--- config.mk ---
export PLATFORM = sky130hd
export DESIGN_NAME = imem_loader
export DESIGN_NICKNAME = d
export VERILOG_FILES = /design/src/rtl/loader_pkg.sv /design/src/rtl/byte_packer.sv /design/src/rtl/imem_loader.sv
export SDC_FILE = /design/constraint.sdc
export NUM_CORES = 1
export LEC_CHECK = 0
export ABC_AREA = 1
export CORE_MARGIN = 10
export CORE_UTILIZATION = 45
export CTS_CLUSTER_SIZE = 8
export DETAILED_ROUTE_END_ITERATION = 7
export GPL_TIMING_DRIVEN = 0
export MAX_ROUTING_LAYER = met4
export PLACE_DENSITY = 0.85
export SYNTH_ARGS = -nofsm -noshare
export SYNTH_HDL_FRONTEND = slang
export SYNTH_SLANG_ARGS = --single-unit
--- constraint.sdc ---
create_clock -name clk -period 1.4 [get_ports clk]
set_clock_uncertainty 0.2 [all_clocks]
set_input_delay 0.21 -clock clk [delete_from_list [all_inputs] [get_ports clk]]
set_output_delay 0.21 -clock clk [all_outputs]
set_load 0.03 [all_outputs]
--- src/rtl/loader_pkg.sv ---
// Shared definitions for the instruction-memory loader and the writable
// instruction memory: memory geometry and the loader state encoding.
package loader_pkg;

  localparam int unsigned IMEM_DEPTH  = 128;
  localparam int unsigned IMEM_ADDR_W = 7;

  // Loader phases: header byte, data bytes, optional checksum byte, image ready
  typedef enum logic [1:0] {
    S_HDR  = 2'd0,
    S_DATA = 2'd1,
    S_CSUM = 2'd2,
    S_DONE = 2'd3
  } state_e;

endpackage : loader_pkg

--- src/rtl/byte_packer.sv ---
// Little-endian byte-to-word packer.
// Ports:
//   clk, rst_n    : clock, synchronous active-low reset
//   clr_i         : drop any partial word and restart at lane 0
//   byte_valid_i  : byte_i is accepted this cycle
//   byte_i        : incoming byte
//   lane_o        : lane the next accepted byte will occupy (3 = word-completing byte)
//   word_valid_o  : one-cycle pulse, the cycle after the 4th byte of a word
//   word_o        : assembled word, stable while word_valid_o is high
module byte_packer (
  input  logic        clk,
  input  logic        rst_n,
  input  logic        clr_i,
  input  logic        byte_valid_i,
  input  logic [7:0]  byte_i,
  output logic [1:0]  lane_o,
  output logic        word_valid_o,
  output logic [31:0] word_o
);

  logic [1:0]  lane_q;
  logic        word_valid_q;
  logic [31:0] asm_q, asm_d;

  // Merge the incoming byte into its lane
  always_comb begin
    asm_d = asm_q;
    case (lane_q)
      2'd0:    asm_d[7:0]   = byte_i;
      2'd1:    asm_d[15:8]  = byte_i;
      2'd2:    asm_d[23:16] = byte_i;
      default: asm_d[31:24] = byte_i;
    endcase
  end

  // Lane counter, assembly register and completion strobe
  always_ff @(posedge clk) begin
    if (!rst_n) begin
      lane_q       <= 2'd0;
      word_valid_q <= 1'b0;
      asm_q        <= 32'd0;
    end else if (clr_i) begin
      lane_q       <= 2'd0;
      word_valid_q <= 1'b0;
      asm_q        <= 32'd0;
    end else begin
      word_valid_q <= byte_valid_i && (lane_q == 2'd3);
      if (byte_valid_i) begin
        asm_q  <= asm_d;
        lane_q <= lane_q + 2'd1;
      end
    end
  end

  assign lane_o       = lane_q;
  assign word_valid_o = word_valid_q;
  assign word_o       = asm_q;

endmodule : byte_packer

--- src/rtl/imem_loader.sv ---
// Instruction-memory program loader. Takes a length header plus little-endian
// instruction bytes over valid/ready, packs them into 32-bit words, writes the
// instruction memory and holds the core in reset until the image is loaded.
// Optional feature: define IMEM_LOADER_CSUM_EN to require a trailing XOR
// checksum byte (over header and data) and report a mismatch on err.
// Ports:
//   clk, rst_n        : clock, synchronous active-low reset
//   start             : one-cycle pulse, re-arms the loader from DONE
//   in_valid/in_data  : byte stream input
//   in_ready          : loader accepts a byte (registered)
//   wr_en/wr_addr/wr_data : instruction memory write port (registered)
//   cpu_rst_n         : core reset, released only when loaded without error
//   done              : image complete (level)
//   err               : checksum failure (level)
module imem_loader
  import loader_pkg::*;
#(
  parameter int unsigned DEPTH  = IMEM_DEPTH,
  parameter int unsigned ADDR_W = IMEM_ADDR_W
) (
  input  logic              clk,
  input  logic              rst_n,
  input  logic              start,
  input  logic              in_valid,
  input  logic [7:0]        in_data,
  output logic              in_ready,
  output logic              wr_en,
  output logic [ADDR_W-1:0] wr_addr,
  output logic [31:0]       wr_data,
  output logic              cpu_rst_n,
  output logic              done,
  output logic              err
);

  // The word index never wraps only if the memory spans the full address space
  if (DEPTH != (1 << ADDR_W)) begin : g_bad_depth
    $error("imem_loader: DEPTH must equal 2**ADDR_W");
  end

  state_e              state_q, state_d;
  logic [ADDR_W-1:0]   n_last_q, n_last_d;
  logic [ADDR_W-1:0]   word_idx_q, word_idx_d;
  logic [ADDR_W-1:0]   wr_addr_q, wr_addr_d;
  logic                in_ready_q, in_ready_d;
  logic                done_q, done_d;
  logic                cpu_rst_n_q, cpu_rst_n_d;

  logic                xfer_c;
  logic                pk_clr_c;
  logic                pk_byte_valid_c;
  logic [1:0]          pk_lane;
  logic                pk_word_valid;
  logic [31:0]         pk_word;

`ifdef IMEM_LOADER_CSUM_EN
  logic [7:0]          csum_q, csum_d;
  logic                err_q, err_d;
`endif

  assign xfer_c          = in_valid && in_ready_q;
  assign pk_clr_c        = xfer_c && (state_q == S_HDR);
  assign pk_byte_valid_c = xfer_c && (state_q == S_DATA);

  byte_packer u_packer (
    .clk          (clk),
    .rst_n        (rst_n),
    .clr_i        (pk_clr_c),
    .byte_valid_i (pk_byte_valid_c),
    .byte_i       (in_data),
    .lane_o       (pk_lane),
    .word_valid_o (pk_word_valid),
    .word_o       (pk_word)
  );

  // Next-state and registered-output logic
  always_comb begin
    state_d    = state_q;
    n_last_d   = n_last_q;
    word_idx_d = word_idx_q;
    wr_addr_d  = wr_addr_q;
`ifdef IMEM_LOADER_CSUM_EN
    csum_d     = csum_q;
    err_d      = err_q;
`endif

    case (state_q)
      S_HDR: begin
        if (xfer_c) begin
          n_last_d   = in_data[ADDR_W-1:0];
          word_idx_d = '0;
`ifdef IMEM_LOADER_CSUM_EN
          csum_d     = in_data;
`endif
          state_d    = S_DATA;
        end
      end

      S_DATA: begin
        if (xfer_c) begin
`ifdef IMEM_LOADER_CSUM_EN
          csum_d = csum_q ^ in_data;
`endif
          // Word-completing byte: latch the address that goes out with the strobe
          if (pk_lane == 2'd3) begin
            wr_addr_d = word_idx_q;
            if (word_idx_q == n_last_q) begin
`ifdef IMEM_LOADER_CSUM_EN
              state_d = S_CSUM;
`else
              state_d = S_DONE;
`endif
            end else begin
              word_idx_d = word_idx_q + ADDR_W'(1);
            end
          end
        end
      end

`ifdef IMEM_LOADER_CSUM_EN
      S_CSUM: begin
        if (xfer_c) begin
          err_d   = (in_data != csum_q);
          state_d = S_DONE;
        end
      end
`endif

      S_DONE: begin
        if (start) begin
          state_d = S_HDR;
`ifdef IMEM_LOADER_CSUM_EN
          err_d   = 1'b0;
`endif
        end
      end

      default: state_d = S_HDR;
    endcase

    // done/cpu_rst_n follow the registered state, so they trail the last write
    in_ready_d  = (state_d != S_DONE);
    done_d      = (state_q == S_DONE) && !start;
`ifdef IMEM_LOADER_CSUM_EN
    cpu_rst_n_d = done_d && !err_d;
`else
    cpu_rst_n_d = done_d;
`endif
  end

  // State and output registers
  always_ff @(posedge clk) begin
    if (!rst_n) begin
      state_q     <= S_HDR;
      n_last_q    <= '0;
      word_idx_q  <= '0;
      wr_addr_q   <= '0;
      in_ready_q  <= 1'b0;
      done_q      <= 1'b0;
      cpu_rst_n_q <= 1'b0;
    end else begin
      state_q     <= state_d;
      n_last_q    <= n_last_d;
      word_idx_q  <= word_idx_d;
      wr_addr_q   <= wr_addr_d;
      in_ready_q  <= in_ready_d;
      done_q      <= done_d;
      cpu_rst_n_q <= cpu_rst_n_d;
    end
  end

`ifdef IMEM_LOADER_CSUM_EN
  // Running checksum and error flag
  always_ff @(posedge clk) begin
    if (!rst_n) begin
      csum_q <= 8'd0;
      err_q  <= 1'b0;
    end else begin
      csum_q <= csum_d;
      err_q  <= err_d;
    end
  end

  assign err = err_q;
`else
  assign err = 1'b0;
`endif

  assign in_ready  = in_ready_q;
  assign wr_en     = pk_word_valid;
  assign wr_addr   = wr_addr_q;
  assign wr_data   = pk_word;
  assign done      = done_q;
  assign cpu_rst_n = cpu_rst_n_q;

endmodule : imem_loader

======== Word-level counts from Yosys, hierarchy flattened ========
Index checks and enable logic that the tools add are counted.
word-level totals
  register bits ........................... 60
  output and inout port bits .............. 44
  memory bits (writable) .................. 0
  input port bits ......................... 12
  logic and storage cells ................. 56
  bits in latches ......................... 0
  memory bits (read-only) ................. 0
  memories kept ........................... 0
cells by class
  mux-type cells .......................... 11
  bitwise gates (word level) .............. 2
  multipliers ............................. 0
  $lt $le $gt $ge ......................... 0
  div/mod/pow operators ................... 0
  shifts and indexed selects .............. 0
  add/subtract/negate cells ............... 2
  reduce and logical (&&, ||, !) cells .... 18
  equality and inequality tests ........... 11
operator list
  cell                                            number
  two-way mux 7 bit                               4
  case mux 7 bit (2 select lines)                 1
  two-way mux 2 bit                               5
  AND reduction 2 bit                             5
  != test 2 bit (second input constant)           4
  adder 7 x 1 -> 7 bit (second input constant)    1
  == test 7 bit                                   1
  == test 2 bit (second input constant)           3
  case mux 2 bit (3 select lines)                 1
  logical AND 1 bit                               5
  AND reduction 5 bit                             1
  == test 2 x 1 -> 1 bit (second input constant)  2
  logical NOT 2 bit                               2
  AND reduction 3 bit                             1
  OR reduction 3 bit                              1
  adder 2 x 1 -> 2 bit (second input constant)    1
  != test 2 x 1 -> 1 bit (second input constant)  1
  inverter 1 bit                                  2
  nonzero test 2 bit                              1
  OR reduction 2 bit                              1
  logical NOT 1 bit                               1

======== Depth between registers and ports, before layout ========
Gate-level depths: netlist (run 1).
  word-level depth ........................ 6
  gate-level depth with buffers ........... 10
  depth with buffers taken out ............ 10

======== By module ========
A second synthesis (run 1) with hierarchy kept.
second synthesis, totals
  cell total of the unflattened synthesis .. 396
  area, all modules ....................... 2796.4 µm²
modules (own cells, without submodules)
  module       cells an instance  seq. area each (µm²)  area each (µm²)  times used
  byte_packer  225                700.7                 1566.5           1
  imem_loader  171                500.5                 1229.9           1

======== Least setup slack after synthesis (run 1) ========
Ideal clock, no wire load.
  path kind ............................... register to register
  start point ............................. register in_ready_q, in the netlist in_ready
  end point ............................... register word_idx_q[3]
  data required time ...................... 1.068 ns
  setup slack ............................. -0.305 ns
  stages on the path, launching flop included .. 9
  data arrival time ....................... 1.373 ns
  clock period less this slack ............ 1.705 ns
  library setup time ...................... 0.132 ns
  path buffers ............................ 1
  cells stage by stage .................... dfxtp_1 > nand2_1 > nor2_4 > inv_2 > nor2_4 > inv_4 > clkbuf_1 > nand3_1 > a21oi_1
on the way
  cells in the longest elaborated chain, start to end .. 3
  elaborated cells between the ends (all ways) .. 4
  those cells by class .................... eq/ne (2); reduce/logical (2)
ends and longest elaborated chain
  what                                    line                RTL
  start: declaration                      imem_loader.sv:44   logic in_ready_q, in_ready_d;
  start signal: assignment                imem_loader.sv:165  in_ready_q <= in_ready_d;
  logical AND 1 bit *                     imem_loader.sv:60   assign xfer_c = in_valid && in_ready_q;
  != test 2 bit (no source line)          -
  AND reduction 5 bit (no source line) *  -
  end signal: assignment                  imem_loader.sv:163  word_idx_q <= word_idx_d;
  end: declaration                        imem_loader.sv:42   logic [ADDR_W-1:0] word_idx_q, word_idx_d;
Every way passes the cells marked *; elsewhere a longest branch is shown, timed or not.
A chain may end at the register's enable or synchronous reset.

======== Worst setup path in the final report (run 1) ========
  start point ............................. register n_last_q[6]
  end point ............................... register word_idx_q[6]
on the way
  cells in the longest elaborated chain, start to end .. 3
ends and longest elaborated chain
  what                                  line                RTL
  start: declaration                    imem_loader.sv:41   logic [ADDR_W-1:0] n_last_q, n_last_d;
  start signal: assignment              imem_loader.sv:162  n_last_q <= n_last_d;
  == test 7 bit                         imem_loader.sv:106  if (word_idx_q == n_last_q) begin
  != test 2 bit (no source line)        -
  AND reduction 5 bit (no source line)  -
No other way between the ends.

==> results of run 1 <==
==> state kept, by name, indices dropped and copies added, names as in the netlist, 2 cells and up <==
register	cells
u_packer.word_o	32
n_last_q	7
word_idx_q	7
wr_addr	7
state_q	2
u_packer.lane_o	2
==> cell type report <==
| class | instances | area [um^2] |
|---|---|---|
| Sequential cell | 60 | 1230 |
| Buffer | 11 | 131 |
| Clock buffer | 10 | 138 |
| Timing Repair Buffer | 91 | 807 |
| Multi-Input combinational cell | 221 | 1600 |
| Inverter | 25 | 119 |
| Tap cell | 72 | 90.1 |
| Clock inverter | 6 | 87.6 |
| Fill cell | 321 | 1220 |
| Timing Repair inverter | 2 | 13.8 |
==> layer usage <==
layer  up-vias  part of all wire [%]  global-route usage [%]
met5         -                     0                       -
met4         0                   3.0                    9.73
met3        31                   6.1                    5.63
met2       114                    54                    35.5
met1      1359                    37                    22.4
li1       1258                     -                       -
==> how the worst max path moves through the flow <==
stage	to	slack, ns	depth (start not counted)
2_1_floorplan	word_idx_q[3]$_SDFFE_PN0P_	-0.1	8
3_3_place_gp	u_packer.word_o[15]$_SDFFE_PP0P_	-0.50	8
3_5_place_dp	u_packer.word_o[20]$_SDFFE_PP0P_	-0.54	8
4_1_cts	word_idx_q[4]$_SDFFE_PN0P_	-0.12	9
5_1_grt	wr_addr[0]$_SDFFE_PN0P_	-0.25	7
6_report	word_idx_q[6]$_SDFFE_PN0P_	-0.19	9
==> stage by stage <==
step / power [mW] / utilization (%) / instances / hold WS [ns]
6_report: 4.09 / 77.6 / 498 / 0.0615
5_1_grt: 4.19 / 77.6 / 498 / 0.0440
4_1_cts: 3.97 / 71.0 / 490 / 0.265
3_5_place_dp: 2.12 / 59.9 / 447 / 0.255
3_3_place_gp: 2.11 / 59.9 / 447 / 0.248
2_1_floorplan: 2.00 / - / 321 / 0.145
==> cells in the mapped netlist <==
master    instances  area [um^2]
o21ai_0           8         40.0
inv_1            16         60.1
a21oi_1          47          235
nor2_4            4         45.0
conb_1            1         3.75
inv_2             7         26.3
o21bai_4          1         18.8
buf_4             2         15.0
ha_1              5         62.6
nor2_2            3         18.8
buf_2             6         30.0
nand3_2           1         10.0
nand2_4           2         22.5
nand2_1          63          236
clkbuf_1          6         22.5
nor3b_1           1         7.51
nand3_1          33          165
inv_4             1         6.26
a31oi_1           1         6.26
nand2_2           3         18.8
o21ai_1          15         75.1
nor2_1           29          109
xor2_1            4         35.0
inv_6             1         8.76
dfxtp_1          60         1200
buf_12            1         20.0
==> power groups by stage <==
stage	logic [mW]	clock network [mW]	registers [mW]
after floorplan	0.202	0	1.80
after global placement	0.318	0	1.79
after detailed placement	0.326	0	1.79
after CTS	0.435	1.79	1.75
after global routing	0.555	1.87	1.76
final	0.534	1.80	1.76
==> cell families after synthesis <==
family	after synthesis	synth area share (%)
XOR/XNOR	4	1.40
flip-flops	60	48.0
buffers and inverters	40	7.56
other	1	0.150
AND/OR/NAND/NOR	139	25.3
adder cells (fa/ha/maj)	5	2.50
AO/OA/AOI/OAI	72	15.0
==> timing repair <==
action                                  4_1_cts  5_1_grt
cloned                                        8        1
pin swaps                                    20       28
buffers inserted                             22       11
resized for setup                           289       92
endpoints found under the setup margin      100       63
==> worst min-delay path: stages <==
cell            delay [ns]
dlymetal6s2s_1        0.23
o21ai_2               0.11
a21oi_2               0.03
==> results.py, run 1 <==
metrics = {
    "critical_path": {
        "critPathMostFrequentCell": "nand2_2",
        "crit_required_ns": 1.48,
        "startpoint": "n_last_q[6]$_SDFFE_PN0P_",
        "r2r_setup_slack_ns": -0.19,
        "crit_path_cell_trace": "inv_1 > nand2_1 > nand2_2 > nor2_4 > nand2_2 > o21bai_4 > buf_6 > nand3_2 > a21oi_2",
        "critical-path-top-delay-family": "simple AND/OR/NAND/NOR gates",
        "critPathMaxFanout": 4,
        "r2r_start": "n_last_q[6]$_SDFFE_PN0P_",
        "reg2regPathDepth": 9,
        "critical_path_arrival_ns": 1.67,
        "worstReg2RegEnd": "word_idx_q[6]$_SDFFE_PN0P_",
        "crit_buf_inv": 2,
        "crit_type": "reg -> reg",
        "crit_slowest_cell": "dfxtp_1",
        "setup.worst_path.start_class": "flop",
        "slowest_delay_ns": 0.34,
        "end_kind": "flop",
    },
    "run": {
        "maxCapViolations": 0,
    },
    "hold_path": {
        "whs_endpoint": "n_last_q[4]$_SDFFE_PN0P_",
        "hp-start": "rst_n",
        "hold_class": "in -> reg",
        "holdPathStages": 3,
    },
    "timing": {
        "layout_min_cycle_time_ns": 1.59,
        "setup_viol": 59,
        "fmax_mhz": 629,
        "fin_crit_sh_pct": 114,
        "final_hold_viol_count": 0,
        "setup_ws_ns": -0.190,
        "rsz0062_at_grt": "yes",
        "slew_viol_final": 0,
        "timing.setup.tns_ns": -6.50,
    },
    "routing": {
        "drt_iter0_markers": 151,
        "dr.pass1.iters": 5,
        "via_per_inst": 5.55,
        "final_antenna_net_count": 0,
        "via_count": 2762,
        "wl_per_cell_um": 19.9,
        "drc": 0,
        "drt-total-wl_um": 9890,
    },
    "synth": {
        "syn_area_um2": 2500,
        "synth_area_per_cell_um2": 7.79,
        "yosysSeqAreaShare_pct": 48.0,
        "synth_cell_type_count": 26,
        "synthCells": 321,
        "syn_nets": 338,
        "yosys_warnings": 0,
        "synth-seq-cells": 60,
    },
    "placed_design": {
        "port_buffers": 54,
        "place_area_um2": 3260,
        "pre_cts_ws_ns": -0.541,
        "place_congestion": 0.847,
        "hpwl_um": 5200,
    },
    "status": {
        "violations": "setup timing",
        "outcome": "finished with violations",
    },
    "global_routing": {
        "overflow": 0,
        "grt_pass1_vias": 2771,
        "grt_antenna_before_repair": 0,
        "gr-usage-all-layers_pct": 21.0,
        "grt_pass1_wl_um": 14100,
        "grt_max_degree": 12,
    },
    "clock_network": {
        "clk_latency_ns": 0.35,
        "clock-sinks": 60,
        "cts_tree": "yes",
        "numCtsBuffers": 9,
        "cts_root_buffer": "clkbuf_8",
        "hold_buffers": 0,
        "htreeDepth": 3,
        "path_clk_slew_ns": 0.07,
        "clockBufferDepth": 2,
    },
    "floorplanning": {
        "num_rows": 27,
        "die_height_um": 94.5,
        "die_w_um": 94.5,
        "initial_core_util_pct": 46.0,
        "core_um2": 5440,
        "ios": 56,
        "dieArea_um2": 8940,
    },
    "cells_and_area": {
        "final_cell_mix": "45 x dfxtp_1, 41 x nand2_1, 39 x buf_2",
        "final_area_um2": 4220,
        "drive_gt1_share_pct": 58.2,
        "areaGrowthSynthToFinish_pct": 68.9,
        "nNetsFinal": 438,
        "layout_commonest_cell": "dfxtp_1",
        "antenna_cells": 0,
    },
    "power": {
        "ir_drop_v": 0.000953,
        "p_per_area_nw_per_um2": 968,
        "clkPwrFrac_pct": 43.9,
        "p_seq_share_pct": 43.0,
        "switching_power_mw": 1.09,
        "power_switching_share_pct": 26.7,
        "cellLeakagePower_nw": 1.71,
        "power.internal_mw": 3.00,
        "comb_power_share_pct": 13.1,
    },
}
No activity file was read; power rests on OpenSTA's default activity.
==> inputs of run 2 (changes only) <==
--- a/config.mk
+++ b/config.mk
@@ -6,6 +6,7 @@
 export NUM_CORES = 1
 export LEC_CHECK = 0
 export ABC_AREA = 1
+export CAP_MARGIN = 20
 export CORE_MARGIN = 10
 export CORE_UTILIZATION = 45
 export CTS_CLUSTER_SIZE = 8
==> results of run 2 <==
The final DEF is identical to that of run 1; final timing and power are the same.
